[config.mk]
export PLATFORM = sky130hd
export DESIGN_NAME = fpga_debug_console_flat
export DESIGN_NICKNAME = d
export VERILOG_FILES = /design/src/rtl/fpga_debug_console_if.sv /design/src/rtl/fpga_debug_console.sv /design/src/flat_wrapper.sv
export SDC_FILE = /design/constraint.sdc
export NUM_CORES = 1
export LEC_CHECK = 0
export ABC_AREA = 0
export BUFFER_PORTS_ARGS = -buffer_cell sky130_fd_sc_hd__clkbuf_2
export CELL_PAD_IN_SITES_DETAIL_PLACEMENT = 1
export CELL_PAD_IN_SITES_GLOBAL_PLACEMENT = 1
export CORE_UTILIZATION = 36
export DETAILED_ROUTE_END_ITERATION = 16
export HOLD_SLACK_MARGIN = 0.03
export PLACE_DENSITY_LB_ADDON = 0.08
export SYNTH_ARGS = -nofsm -noshare
export SYNTH_HDL_FRONTEND = slang
export SYNTH_SLANG_ARGS = --single-unit
[constraint.sdc]
create_clock -name clk -period 2.7 [get_ports clk]
set_input_delay 0.27 -clock clk [delete_from_list [all_inputs] [get_ports clk]]
set_output_delay 0.27 -clock clk [all_outputs]
set_load 0.02 [all_outputs]
[src/rtl/fpga_debug_console_if.sv]
// Board-side bundle for the debug console: raw keys, switches and probe
// channels in; CPU enable, operand, step counter, channel select and
// seven-segment digits out.
//   master : board / top level (drives key_n, sw, probe)
//   slave  : console logic (drives cpu_en, operand, step_count, ch_sel, hex)
interface fpga_debug_console_if #(
    parameter int unsigned DATA_W = 16,
    parameter int unsigned SW_W   = 10,
    parameter int unsigned N_CH   = 4
);
    logic [3:0]             key_n;
    logic [SW_W-1:0]        sw;
    logic [N_CH*DATA_W-1:0] probe;
    logic                   cpu_en;
    logic [DATA_W-1:0]      operand;
    logic [15:0]            step_count;
    logic [3:0]             ch_sel;
    logic [41:0]            hex;

    modport master (
        output key_n, sw, probe,
        input  cpu_en, operand, step_count, ch_sel, hex
    );

    modport slave (
        input  key_n, sw, probe,
        output cpu_en, operand, step_count, ch_sel, hex
    );
endinterface

[src/rtl/fpga_debug_console.sv]
// Debug console: debounces KEY[3:1], runs a HALT/RUN clock-enable FSM with
// single-step, pages the hex display across probe channels and registers a
// sign-extended switch operand.
//   clk, reset : system clock, synchronous active-high reset
//   bus        : console bundle (slave side), see fpga_debug_console_if
module fpga_debug_console #(
    parameter int unsigned DATA_W    = 16,
    parameter int unsigned SW_W      = 10,
    parameter int unsigned N_CH      = 4,
    parameter int unsigned DB_CYCLES = 50000
) (
    input  logic                 clk,
    input  logic                 reset,
    fpga_debug_console_if.slave  bus
);
    localparam int unsigned CNT_W  = $clog2(DB_CYCLES);
    localparam int unsigned N_KEYS = 3;

    typedef enum logic {HALT = 1'b0, RUN = 1'b1} mode_t;

    // Index 0 = step (KEY1), 1 = run/halt toggle (KEY2), 2 = page (KEY3)
    logic [N_KEYS-1:0] w_press;

    // Per-key synchroniser, debounce counter and registered press detector
    for (genvar k = 0; k < N_KEYS; k++) begin : g_key
        logic             r_sync1, r_sync2, r_stable, r_stable_d, r_press;
        logic [CNT_W-1:0] r_cnt;

        always_ff @(posedge clk) begin
            if (reset) begin
                r_sync1    <= 1'b1;
                r_sync2    <= 1'b1;
                r_stable   <= 1'b1;
                r_stable_d <= 1'b1;
                r_press    <= 1'b0;
                r_cnt      <= '0;
            end else begin
                r_sync1    <= bus.key_n[k+1];
                r_sync2    <= r_sync1;
                r_stable_d <= r_stable;
                r_press    <= r_stable_d & ~r_stable;
                if (r_sync2 == r_stable) begin
                    r_cnt <= '0;
                end else if (r_cnt == CNT_W'(DB_CYCLES - 1)) begin
                    r_stable <= r_sync2;
                    r_cnt    <= '0;
                end else begin
                    r_cnt <= r_cnt + CNT_W'(1);
                end
            end
        end

        assign w_press[k] = r_press;
    end

    mode_t             r_mode, w_mode_next;
    logic              r_cpu_en, w_cpu_en_next;
    logic [15:0]       r_step_count;
    logic [3:0]        r_ch_sel;
    logic [DATA_W-1:0] r_operand, w_operand;
    logic [41:0]       r_hex;
    logic [DATA_W-1:0] w_sel;
    logic              w_unused;

    function automatic logic [6:0] seg7(input logic [3:0] n);
        case (n)
            4'h0: seg7 = 7'b1000000;
            4'h1: seg7 = 7'b1111001;
            4'h2: seg7 = 7'b0100100;
            4'h3: seg7 = 7'b0110000;
            4'h4: seg7 = 7'b0011001;
            4'h5: seg7 = 7'b0010010;
            4'h6: seg7 = 7'b0000010;
            4'h7: seg7 = 7'b1111000;
            4'h8: seg7 = 7'b0000000;
            4'h9: seg7 = 7'b0010000;
            4'hA: seg7 = 7'b0001000;
            4'hB: seg7 = 7'b0000011;
            4'hC: seg7 = 7'b1000110;
            4'hD: seg7 = 7'b0100001;
            4'hE: seg7 = 7'b0000110;
            default: seg7 = 7'b0001110;
        endcase
    endfunction

    // Mode state register
    always_ff @(posedge clk) begin
        if (reset) r_mode <= HALT;
        else       r_mode <= w_mode_next;
    end

    // Next mode and clock enable; toggle wins over a coincident step
    always_comb begin
        w_mode_next   = r_mode;
        w_cpu_en_next = 1'b0;
        case (r_mode)
            HALT: begin
                if (w_press[1])      w_mode_next   = RUN;
                else if (w_press[0]) w_cpu_en_next = 1'b1;
            end
            RUN: begin
                if (w_press[1]) w_mode_next = HALT;
            end
            default: w_mode_next = HALT;
        endcase
        // Enable follows the mode being entered, so it drops on the mode edge
        if (w_mode_next == RUN) w_cpu_en_next = 1'b1;
    end

    // Sign-extend the switches into the operand width
    always_comb begin
        w_operand           = {DATA_W{bus.sw[SW_W-1]}};
        w_operand[SW_W-1:0] = bus.sw;
    end

    // Mux out the displayed probe channel
    always_comb begin
        w_sel = '0;
        for (int i = 0; i < int'(N_CH); i++) begin
            if (r_ch_sel == 4'(i)) w_sel = bus.probe[i*DATA_W +: DATA_W];
        end
    end

    // Key 0 and probe bits above [15:0] have no function here
    assign w_unused = ^{bus.key_n[0], w_sel};

    // Registered outputs
    always_ff @(posedge clk) begin
        if (reset) begin
            r_cpu_en     <= 1'b0;
            r_step_count <= '0;
            r_ch_sel     <= '0;
            r_operand    <= '0;
            r_hex        <= {6{7'b1000000}};
        end else begin
            r_cpu_en     <= w_cpu_en_next;
            r_step_count <= r_step_count + 16'(r_cpu_en);
            r_operand    <= w_operand;
            if (w_press[2]) begin
                r_ch_sel <= (r_ch_sel == 4'(N_CH - 1)) ? 4'd0 : r_ch_sel + 4'd1;
            end
            r_hex <= {seg7(r_ch_sel),
                      seg7({3'b000, r_mode == RUN}),
                      seg7(w_sel[15:12]), seg7(w_sel[11:8]),
                      seg7(w_sel[7:4]),   seg7(w_sel[3:0])};
        end
    end

    assign bus.cpu_en     = r_cpu_en;
    assign bus.step_count = r_step_count;
    assign bus.ch_sel     = r_ch_sel;
    assign bus.operand    = r_operand;
    assign bus.hex        = r_hex;
endmodule
[src/flat_wrapper.sv]
// flat-port wrapper written by rule: the top's interface ports become plain ports
module fpga_debug_console_flat 
#(
    parameter int unsigned DATA_W    = 16,
    parameter int unsigned SW_W      = 10,
    parameter int unsigned N_CH      = 4,
    parameter int unsigned DB_CYCLES = 50000
)
  (clk, reset, bus_key_n, bus_sw, bus_probe, bus_cpu_en, bus_operand, bus_step_count, bus_ch_sel, bus_hex);
  fpga_debug_console_if #(.DATA_W(DATA_W), .SW_W(SW_W), .N_CH(N_CH)) bus_i ();
  input  logic clk;
  input  logic reset;
  input wire logic [$bits(bus_i.key_n)-1:0] bus_key_n;
  input wire logic [$bits(bus_i.sw)-1:0] bus_sw;
  input wire logic [$bits(bus_i.probe)-1:0] bus_probe;
  output wire logic [$bits(bus_i.cpu_en)-1:0] bus_cpu_en;
  output wire logic [$bits(bus_i.operand)-1:0] bus_operand;
  output wire logic [$bits(bus_i.step_count)-1:0] bus_step_count;
  output wire logic [$bits(bus_i.ch_sel)-1:0] bus_ch_sel;
  output wire logic [$bits(bus_i.hex)-1:0] bus_hex;
  assign bus_i.key_n = bus_key_n;
  assign bus_i.sw = bus_sw;
  assign bus_i.probe = bus_probe;
  assign bus_cpu_en = bus_i.cpu_en;
  assign bus_operand = bus_i.operand;
  assign bus_step_count = bus_i.step_count;
  assign bus_ch_sel = bus_i.ch_sel;
  assign bus_hex = bus_i.hex;
  fpga_debug_console #(.DATA_W(DATA_W), .SW_W(SW_W), .N_CH(N_CH), .DB_CYCLES(DB_CYCLES)) u_core (.clk(clk), .reset(reset), .bus(bus_i));
endmodule
==> impl_metrics.json <==
{
  "rsz0062_at_grt": "true",
  "clock-sinks": 131,
  "clockPowerShare_pct": 47.7,
  "synth-compound-area-share_pct": 11.7,
  "dieArea_mm2": 0.0187,
  "p_seq_share_pct": 43.4,
  "cp.arrival_ns": 2.95,
  "hp-class": "input port to flop",
  "crit_path_start": "u_core.bus.ch_sel[0]$_SDFFE_PP0P_",
  "slowest_stage": "o41a_1",
  "postLayoutCoreUtil_pct": 47.0,
  "startpoint_type": "flop",
  "io_pins": 159,
  "grt_pass1_vias": 5910,
  "worstPathRequired_ns": 3.04,
  "slowest_delay_ns": 0.41,
  "clock-root-buffer": "clkbuf_16",
  "yosysTopAreaCellShare_pct": 40.1,
  "fin_crit_ns": 2.61,
  "tightestPinTransition_ns": 0.661,
  "fin_skew_ns": 0.00887,
  "finalHoldViolCount": 0,
  "hpwl_um": 13800,
  "synth.cell_area_mm2": 0.00655,
  "maxCapViolCount": 0,
  "pwr-share-comb_pct": 8.8,
  "cp_num_buf_inv": 4,
  "grt_pass1_wl_um": 29900,
  "power_density_mw_per_mm2": 556,
  "clkLatencyLatePin_ns": 0.42,
  "fmax_ghz": 0.383,
  "wl_per_cell_um": 16.4,
  "finalPower_mw": 4.58,
  "gp_congestion": 0.853,
  "cts_setup_buffers": 0,
  "crit_path_max_fanout": 19,
  "synth_top_family_by_area": "simple AND/OR/NAND/NOR gates",
  "async_reset_ff_share_pct": 0,
  "place_area_mm2": 0.00762,
  "yosys-mux-area-fraction_pct": 3.54,
  "cts_max_path_buffers": 2,
  "finalCritPeriodShare_pct": 96.8,
  "synthSimpleGateAreaFrac_pct": 25.0,
  "p_leak_nw": 3.53,
  "power.switching_mw": 1.17,
  "path_class": "flop to flop",
  "synth_seq_cells": 131,
  "drv_slew": 0,
  "die_y_um": 137,
  "yosys_warnings": 0,
  "worstPathCellList": "inv_1 > ha_1 > buf_12 > nor2b_1 > o21ai_0 > nand2_1 > or2_2 > inv_1 > ha_2 > inv_1 > o41a_1 > o211ai_1",
  "row_count": 48,
  "path_delay_family": "compound AO/OA/AOI/OAI gates",
  "setup_viol": 0,
  "ys.flop_type": "dfxtp_1",
  "area_delta_synth_final_pct": 25.9,
  "ys_types": 57,
  "drive_gt1_share_pct": 27.7,
  "drt_iter0_markers": 216,
  "antenna_found_initial": 1,
  "fin_area_mm2": 0.00824,
  "ys_seq_area_share_pct": 40.1,
  "dp_cells": 1100,
  "synthTopCellsByArea": "dfxtp_1 40%, ha_1 6.5%, xor2_1 5.4%, nor2_1 5.0%, mux2i_1 3.4%",
  "grt_use_total_pct": 20.7,
  "yosys.area.top_type": "dfxtp_1",
  "rrSetupSlack_ns": 0.09,
  "io_buffers": 154,
  "routed-via-count": 5843,
  "core-area_mm2": 0.0175,
  "path_common_cell": "inv_1",
  "diodes": 0,
  "die_w_um": 137,
  "outcome": "completed",
  "relSlewSlack_pct": 55.9,
  "internal_power_mw": 3.41,
  "via_per_inst": 5.15,
  "p_sw_share_pct": 25.6,
  "syn_avg_cell_area_um2": 8.82,
  "r2r_start": "u_core.bus.ch_sel[0]$_SDFFE_PP0P_",
  "cts_tree": "done",
  "syn_inst": 742,
  "clk_pin_slew_ns": 0.06,
  "peakVddDrop_mv": 0.456,
  "drcViolationCount": 0,
  "cts_buffers": 17,
  "hold_ws_ns": 0.0623,
  "gr-total-overflow": 0,
  "synth_edf_count": 0,
  "drtPass1Iterations": 4,
  "final_cell_mix": "154 x clkbuf_2, 129 x dfxtp_1, 85 x nor2_1, 55 x nand2_1, 40 x xor2_1",
  "final_nets": 1011,
  "drt-total-wl_um": 18600,
  "final_common_cell": "clkbuf_2",
  "htreeDepth": 4,
  "min-delay-start": "bus_sw[0]",
  "ant_nets": 0,
  "synth_fa_ha_area_share_pct": 6.50,
  "end_kind": "flop",
  "final_cells": 1135,
  "synth_xor_area_share_pct": 7.89,
  "start_util_pct": 37.3,
  "grt_max_degree": 79
}
metal layers:
metal	routed length, um	GRT usage, %	vias to the layer above
li1	-	-	2893
met3	959	5.85	20
met5	13	0	-
met1	8770	26.0	2777
met4	189	6.41	2
met2	8630	34.3	151
power by group through the flow:
stage	registers, mW	logic [mW]	clock network (mW)
after floorplan	2.08	0.188	0
after global placement	2.03	0.389	0
after detailed placement	2.03	0.400	0
after CTS	1.99	0.408	2.26
after global routing	1.99	0.443	2.35
final	1.99	0.405	2.19
per-stage QoR:
stage                     setup TNS, ns  setup slack (ns)
after floorplan                       0            0.0191
after global placement         -0.00411          -0.00411
after detailed placement        -0.0928           -0.0517
after CTS                             0            0.0325
after global routing             -0.175            -0.121
final                                 0            0.0865
kinds of logic after synthesis:
logic type,Yosys count
AND/OR/NAND/NOR,317
other,2
AO/OA/AOI/OAI,104
adder cells (fa/ha/maj),34
XOR/XNOR,59
buffers and inverters,72
multiplexers,23
flip-flops,131
repair_timing:
item / in CTS / in global routing
hold buffers: 3 / 0
resized for setup: 6 / 3
setup endpoints to repair: 7 / 7
endpoints found under the hold margin: 3 / 0
final timing paths:
| kind | endpoint | cells past startpoint |
|---|---|---|
| min reg2reg | u_core.g_key[2].r_press$_SDFF_PP0_ | 2 |
| max reg2reg | u_core.bus.hex[7]$_SDFF_PP0_ | 12 |
| min | u_core.bus.operand[0]$_SDFF_PP0_ | 2 |
| max | u_core.bus.hex[7]$_SDFF_PP0_ | 12 |
state kept, by name, indices dropped and copies added (netlist names):
register	flops
u_core.g_key.r_cnt	48
u_core.bus.hex	36
u_core.bus.step_count	16
u_core.bus.operand	10
u_core.bus.ch_sel	4
u_core.g_key.r_press	3
u_core.g_key.r_stable	3
u_core.g_key.r_stable_d	3
u_core.g_key.r_sync1	3
u_core.g_key.r_sync2	3
u_core.bus.cpu_en	1
u_core.r_mode	1
cell usage after synthesis, types with 11 or more instances:
cell / instances
clkbuf_1: 19
ha_1: 34
nor2b_1: 28
mux2i_1: 22
nand3_1: 31
nand2_1: 55
and3_1: 14
nand4_1: 21
xor2_1: 40
o21ai_0: 17
inv_1: 23
buf_2: 12
buf_4: 15
or2_2: 14
nor2_1: 87
xnor2_1: 19
nand3b_1: 11
dfxtp_1: 131
a21oi_1: 25
final cells by class:
type | instances | area, um^2
tap | 225 | 282
timing repair buffer | 183 | 1040
inverter | 24 | 90.1
multi-input combinational | 540 | 3640
clock inverter | 14 | 133
sequential | 131 | 2630
fill | 2105 | 9300
clock buffer | 18 | 429
Note: power is estimated with default switching activity, not from simulation.
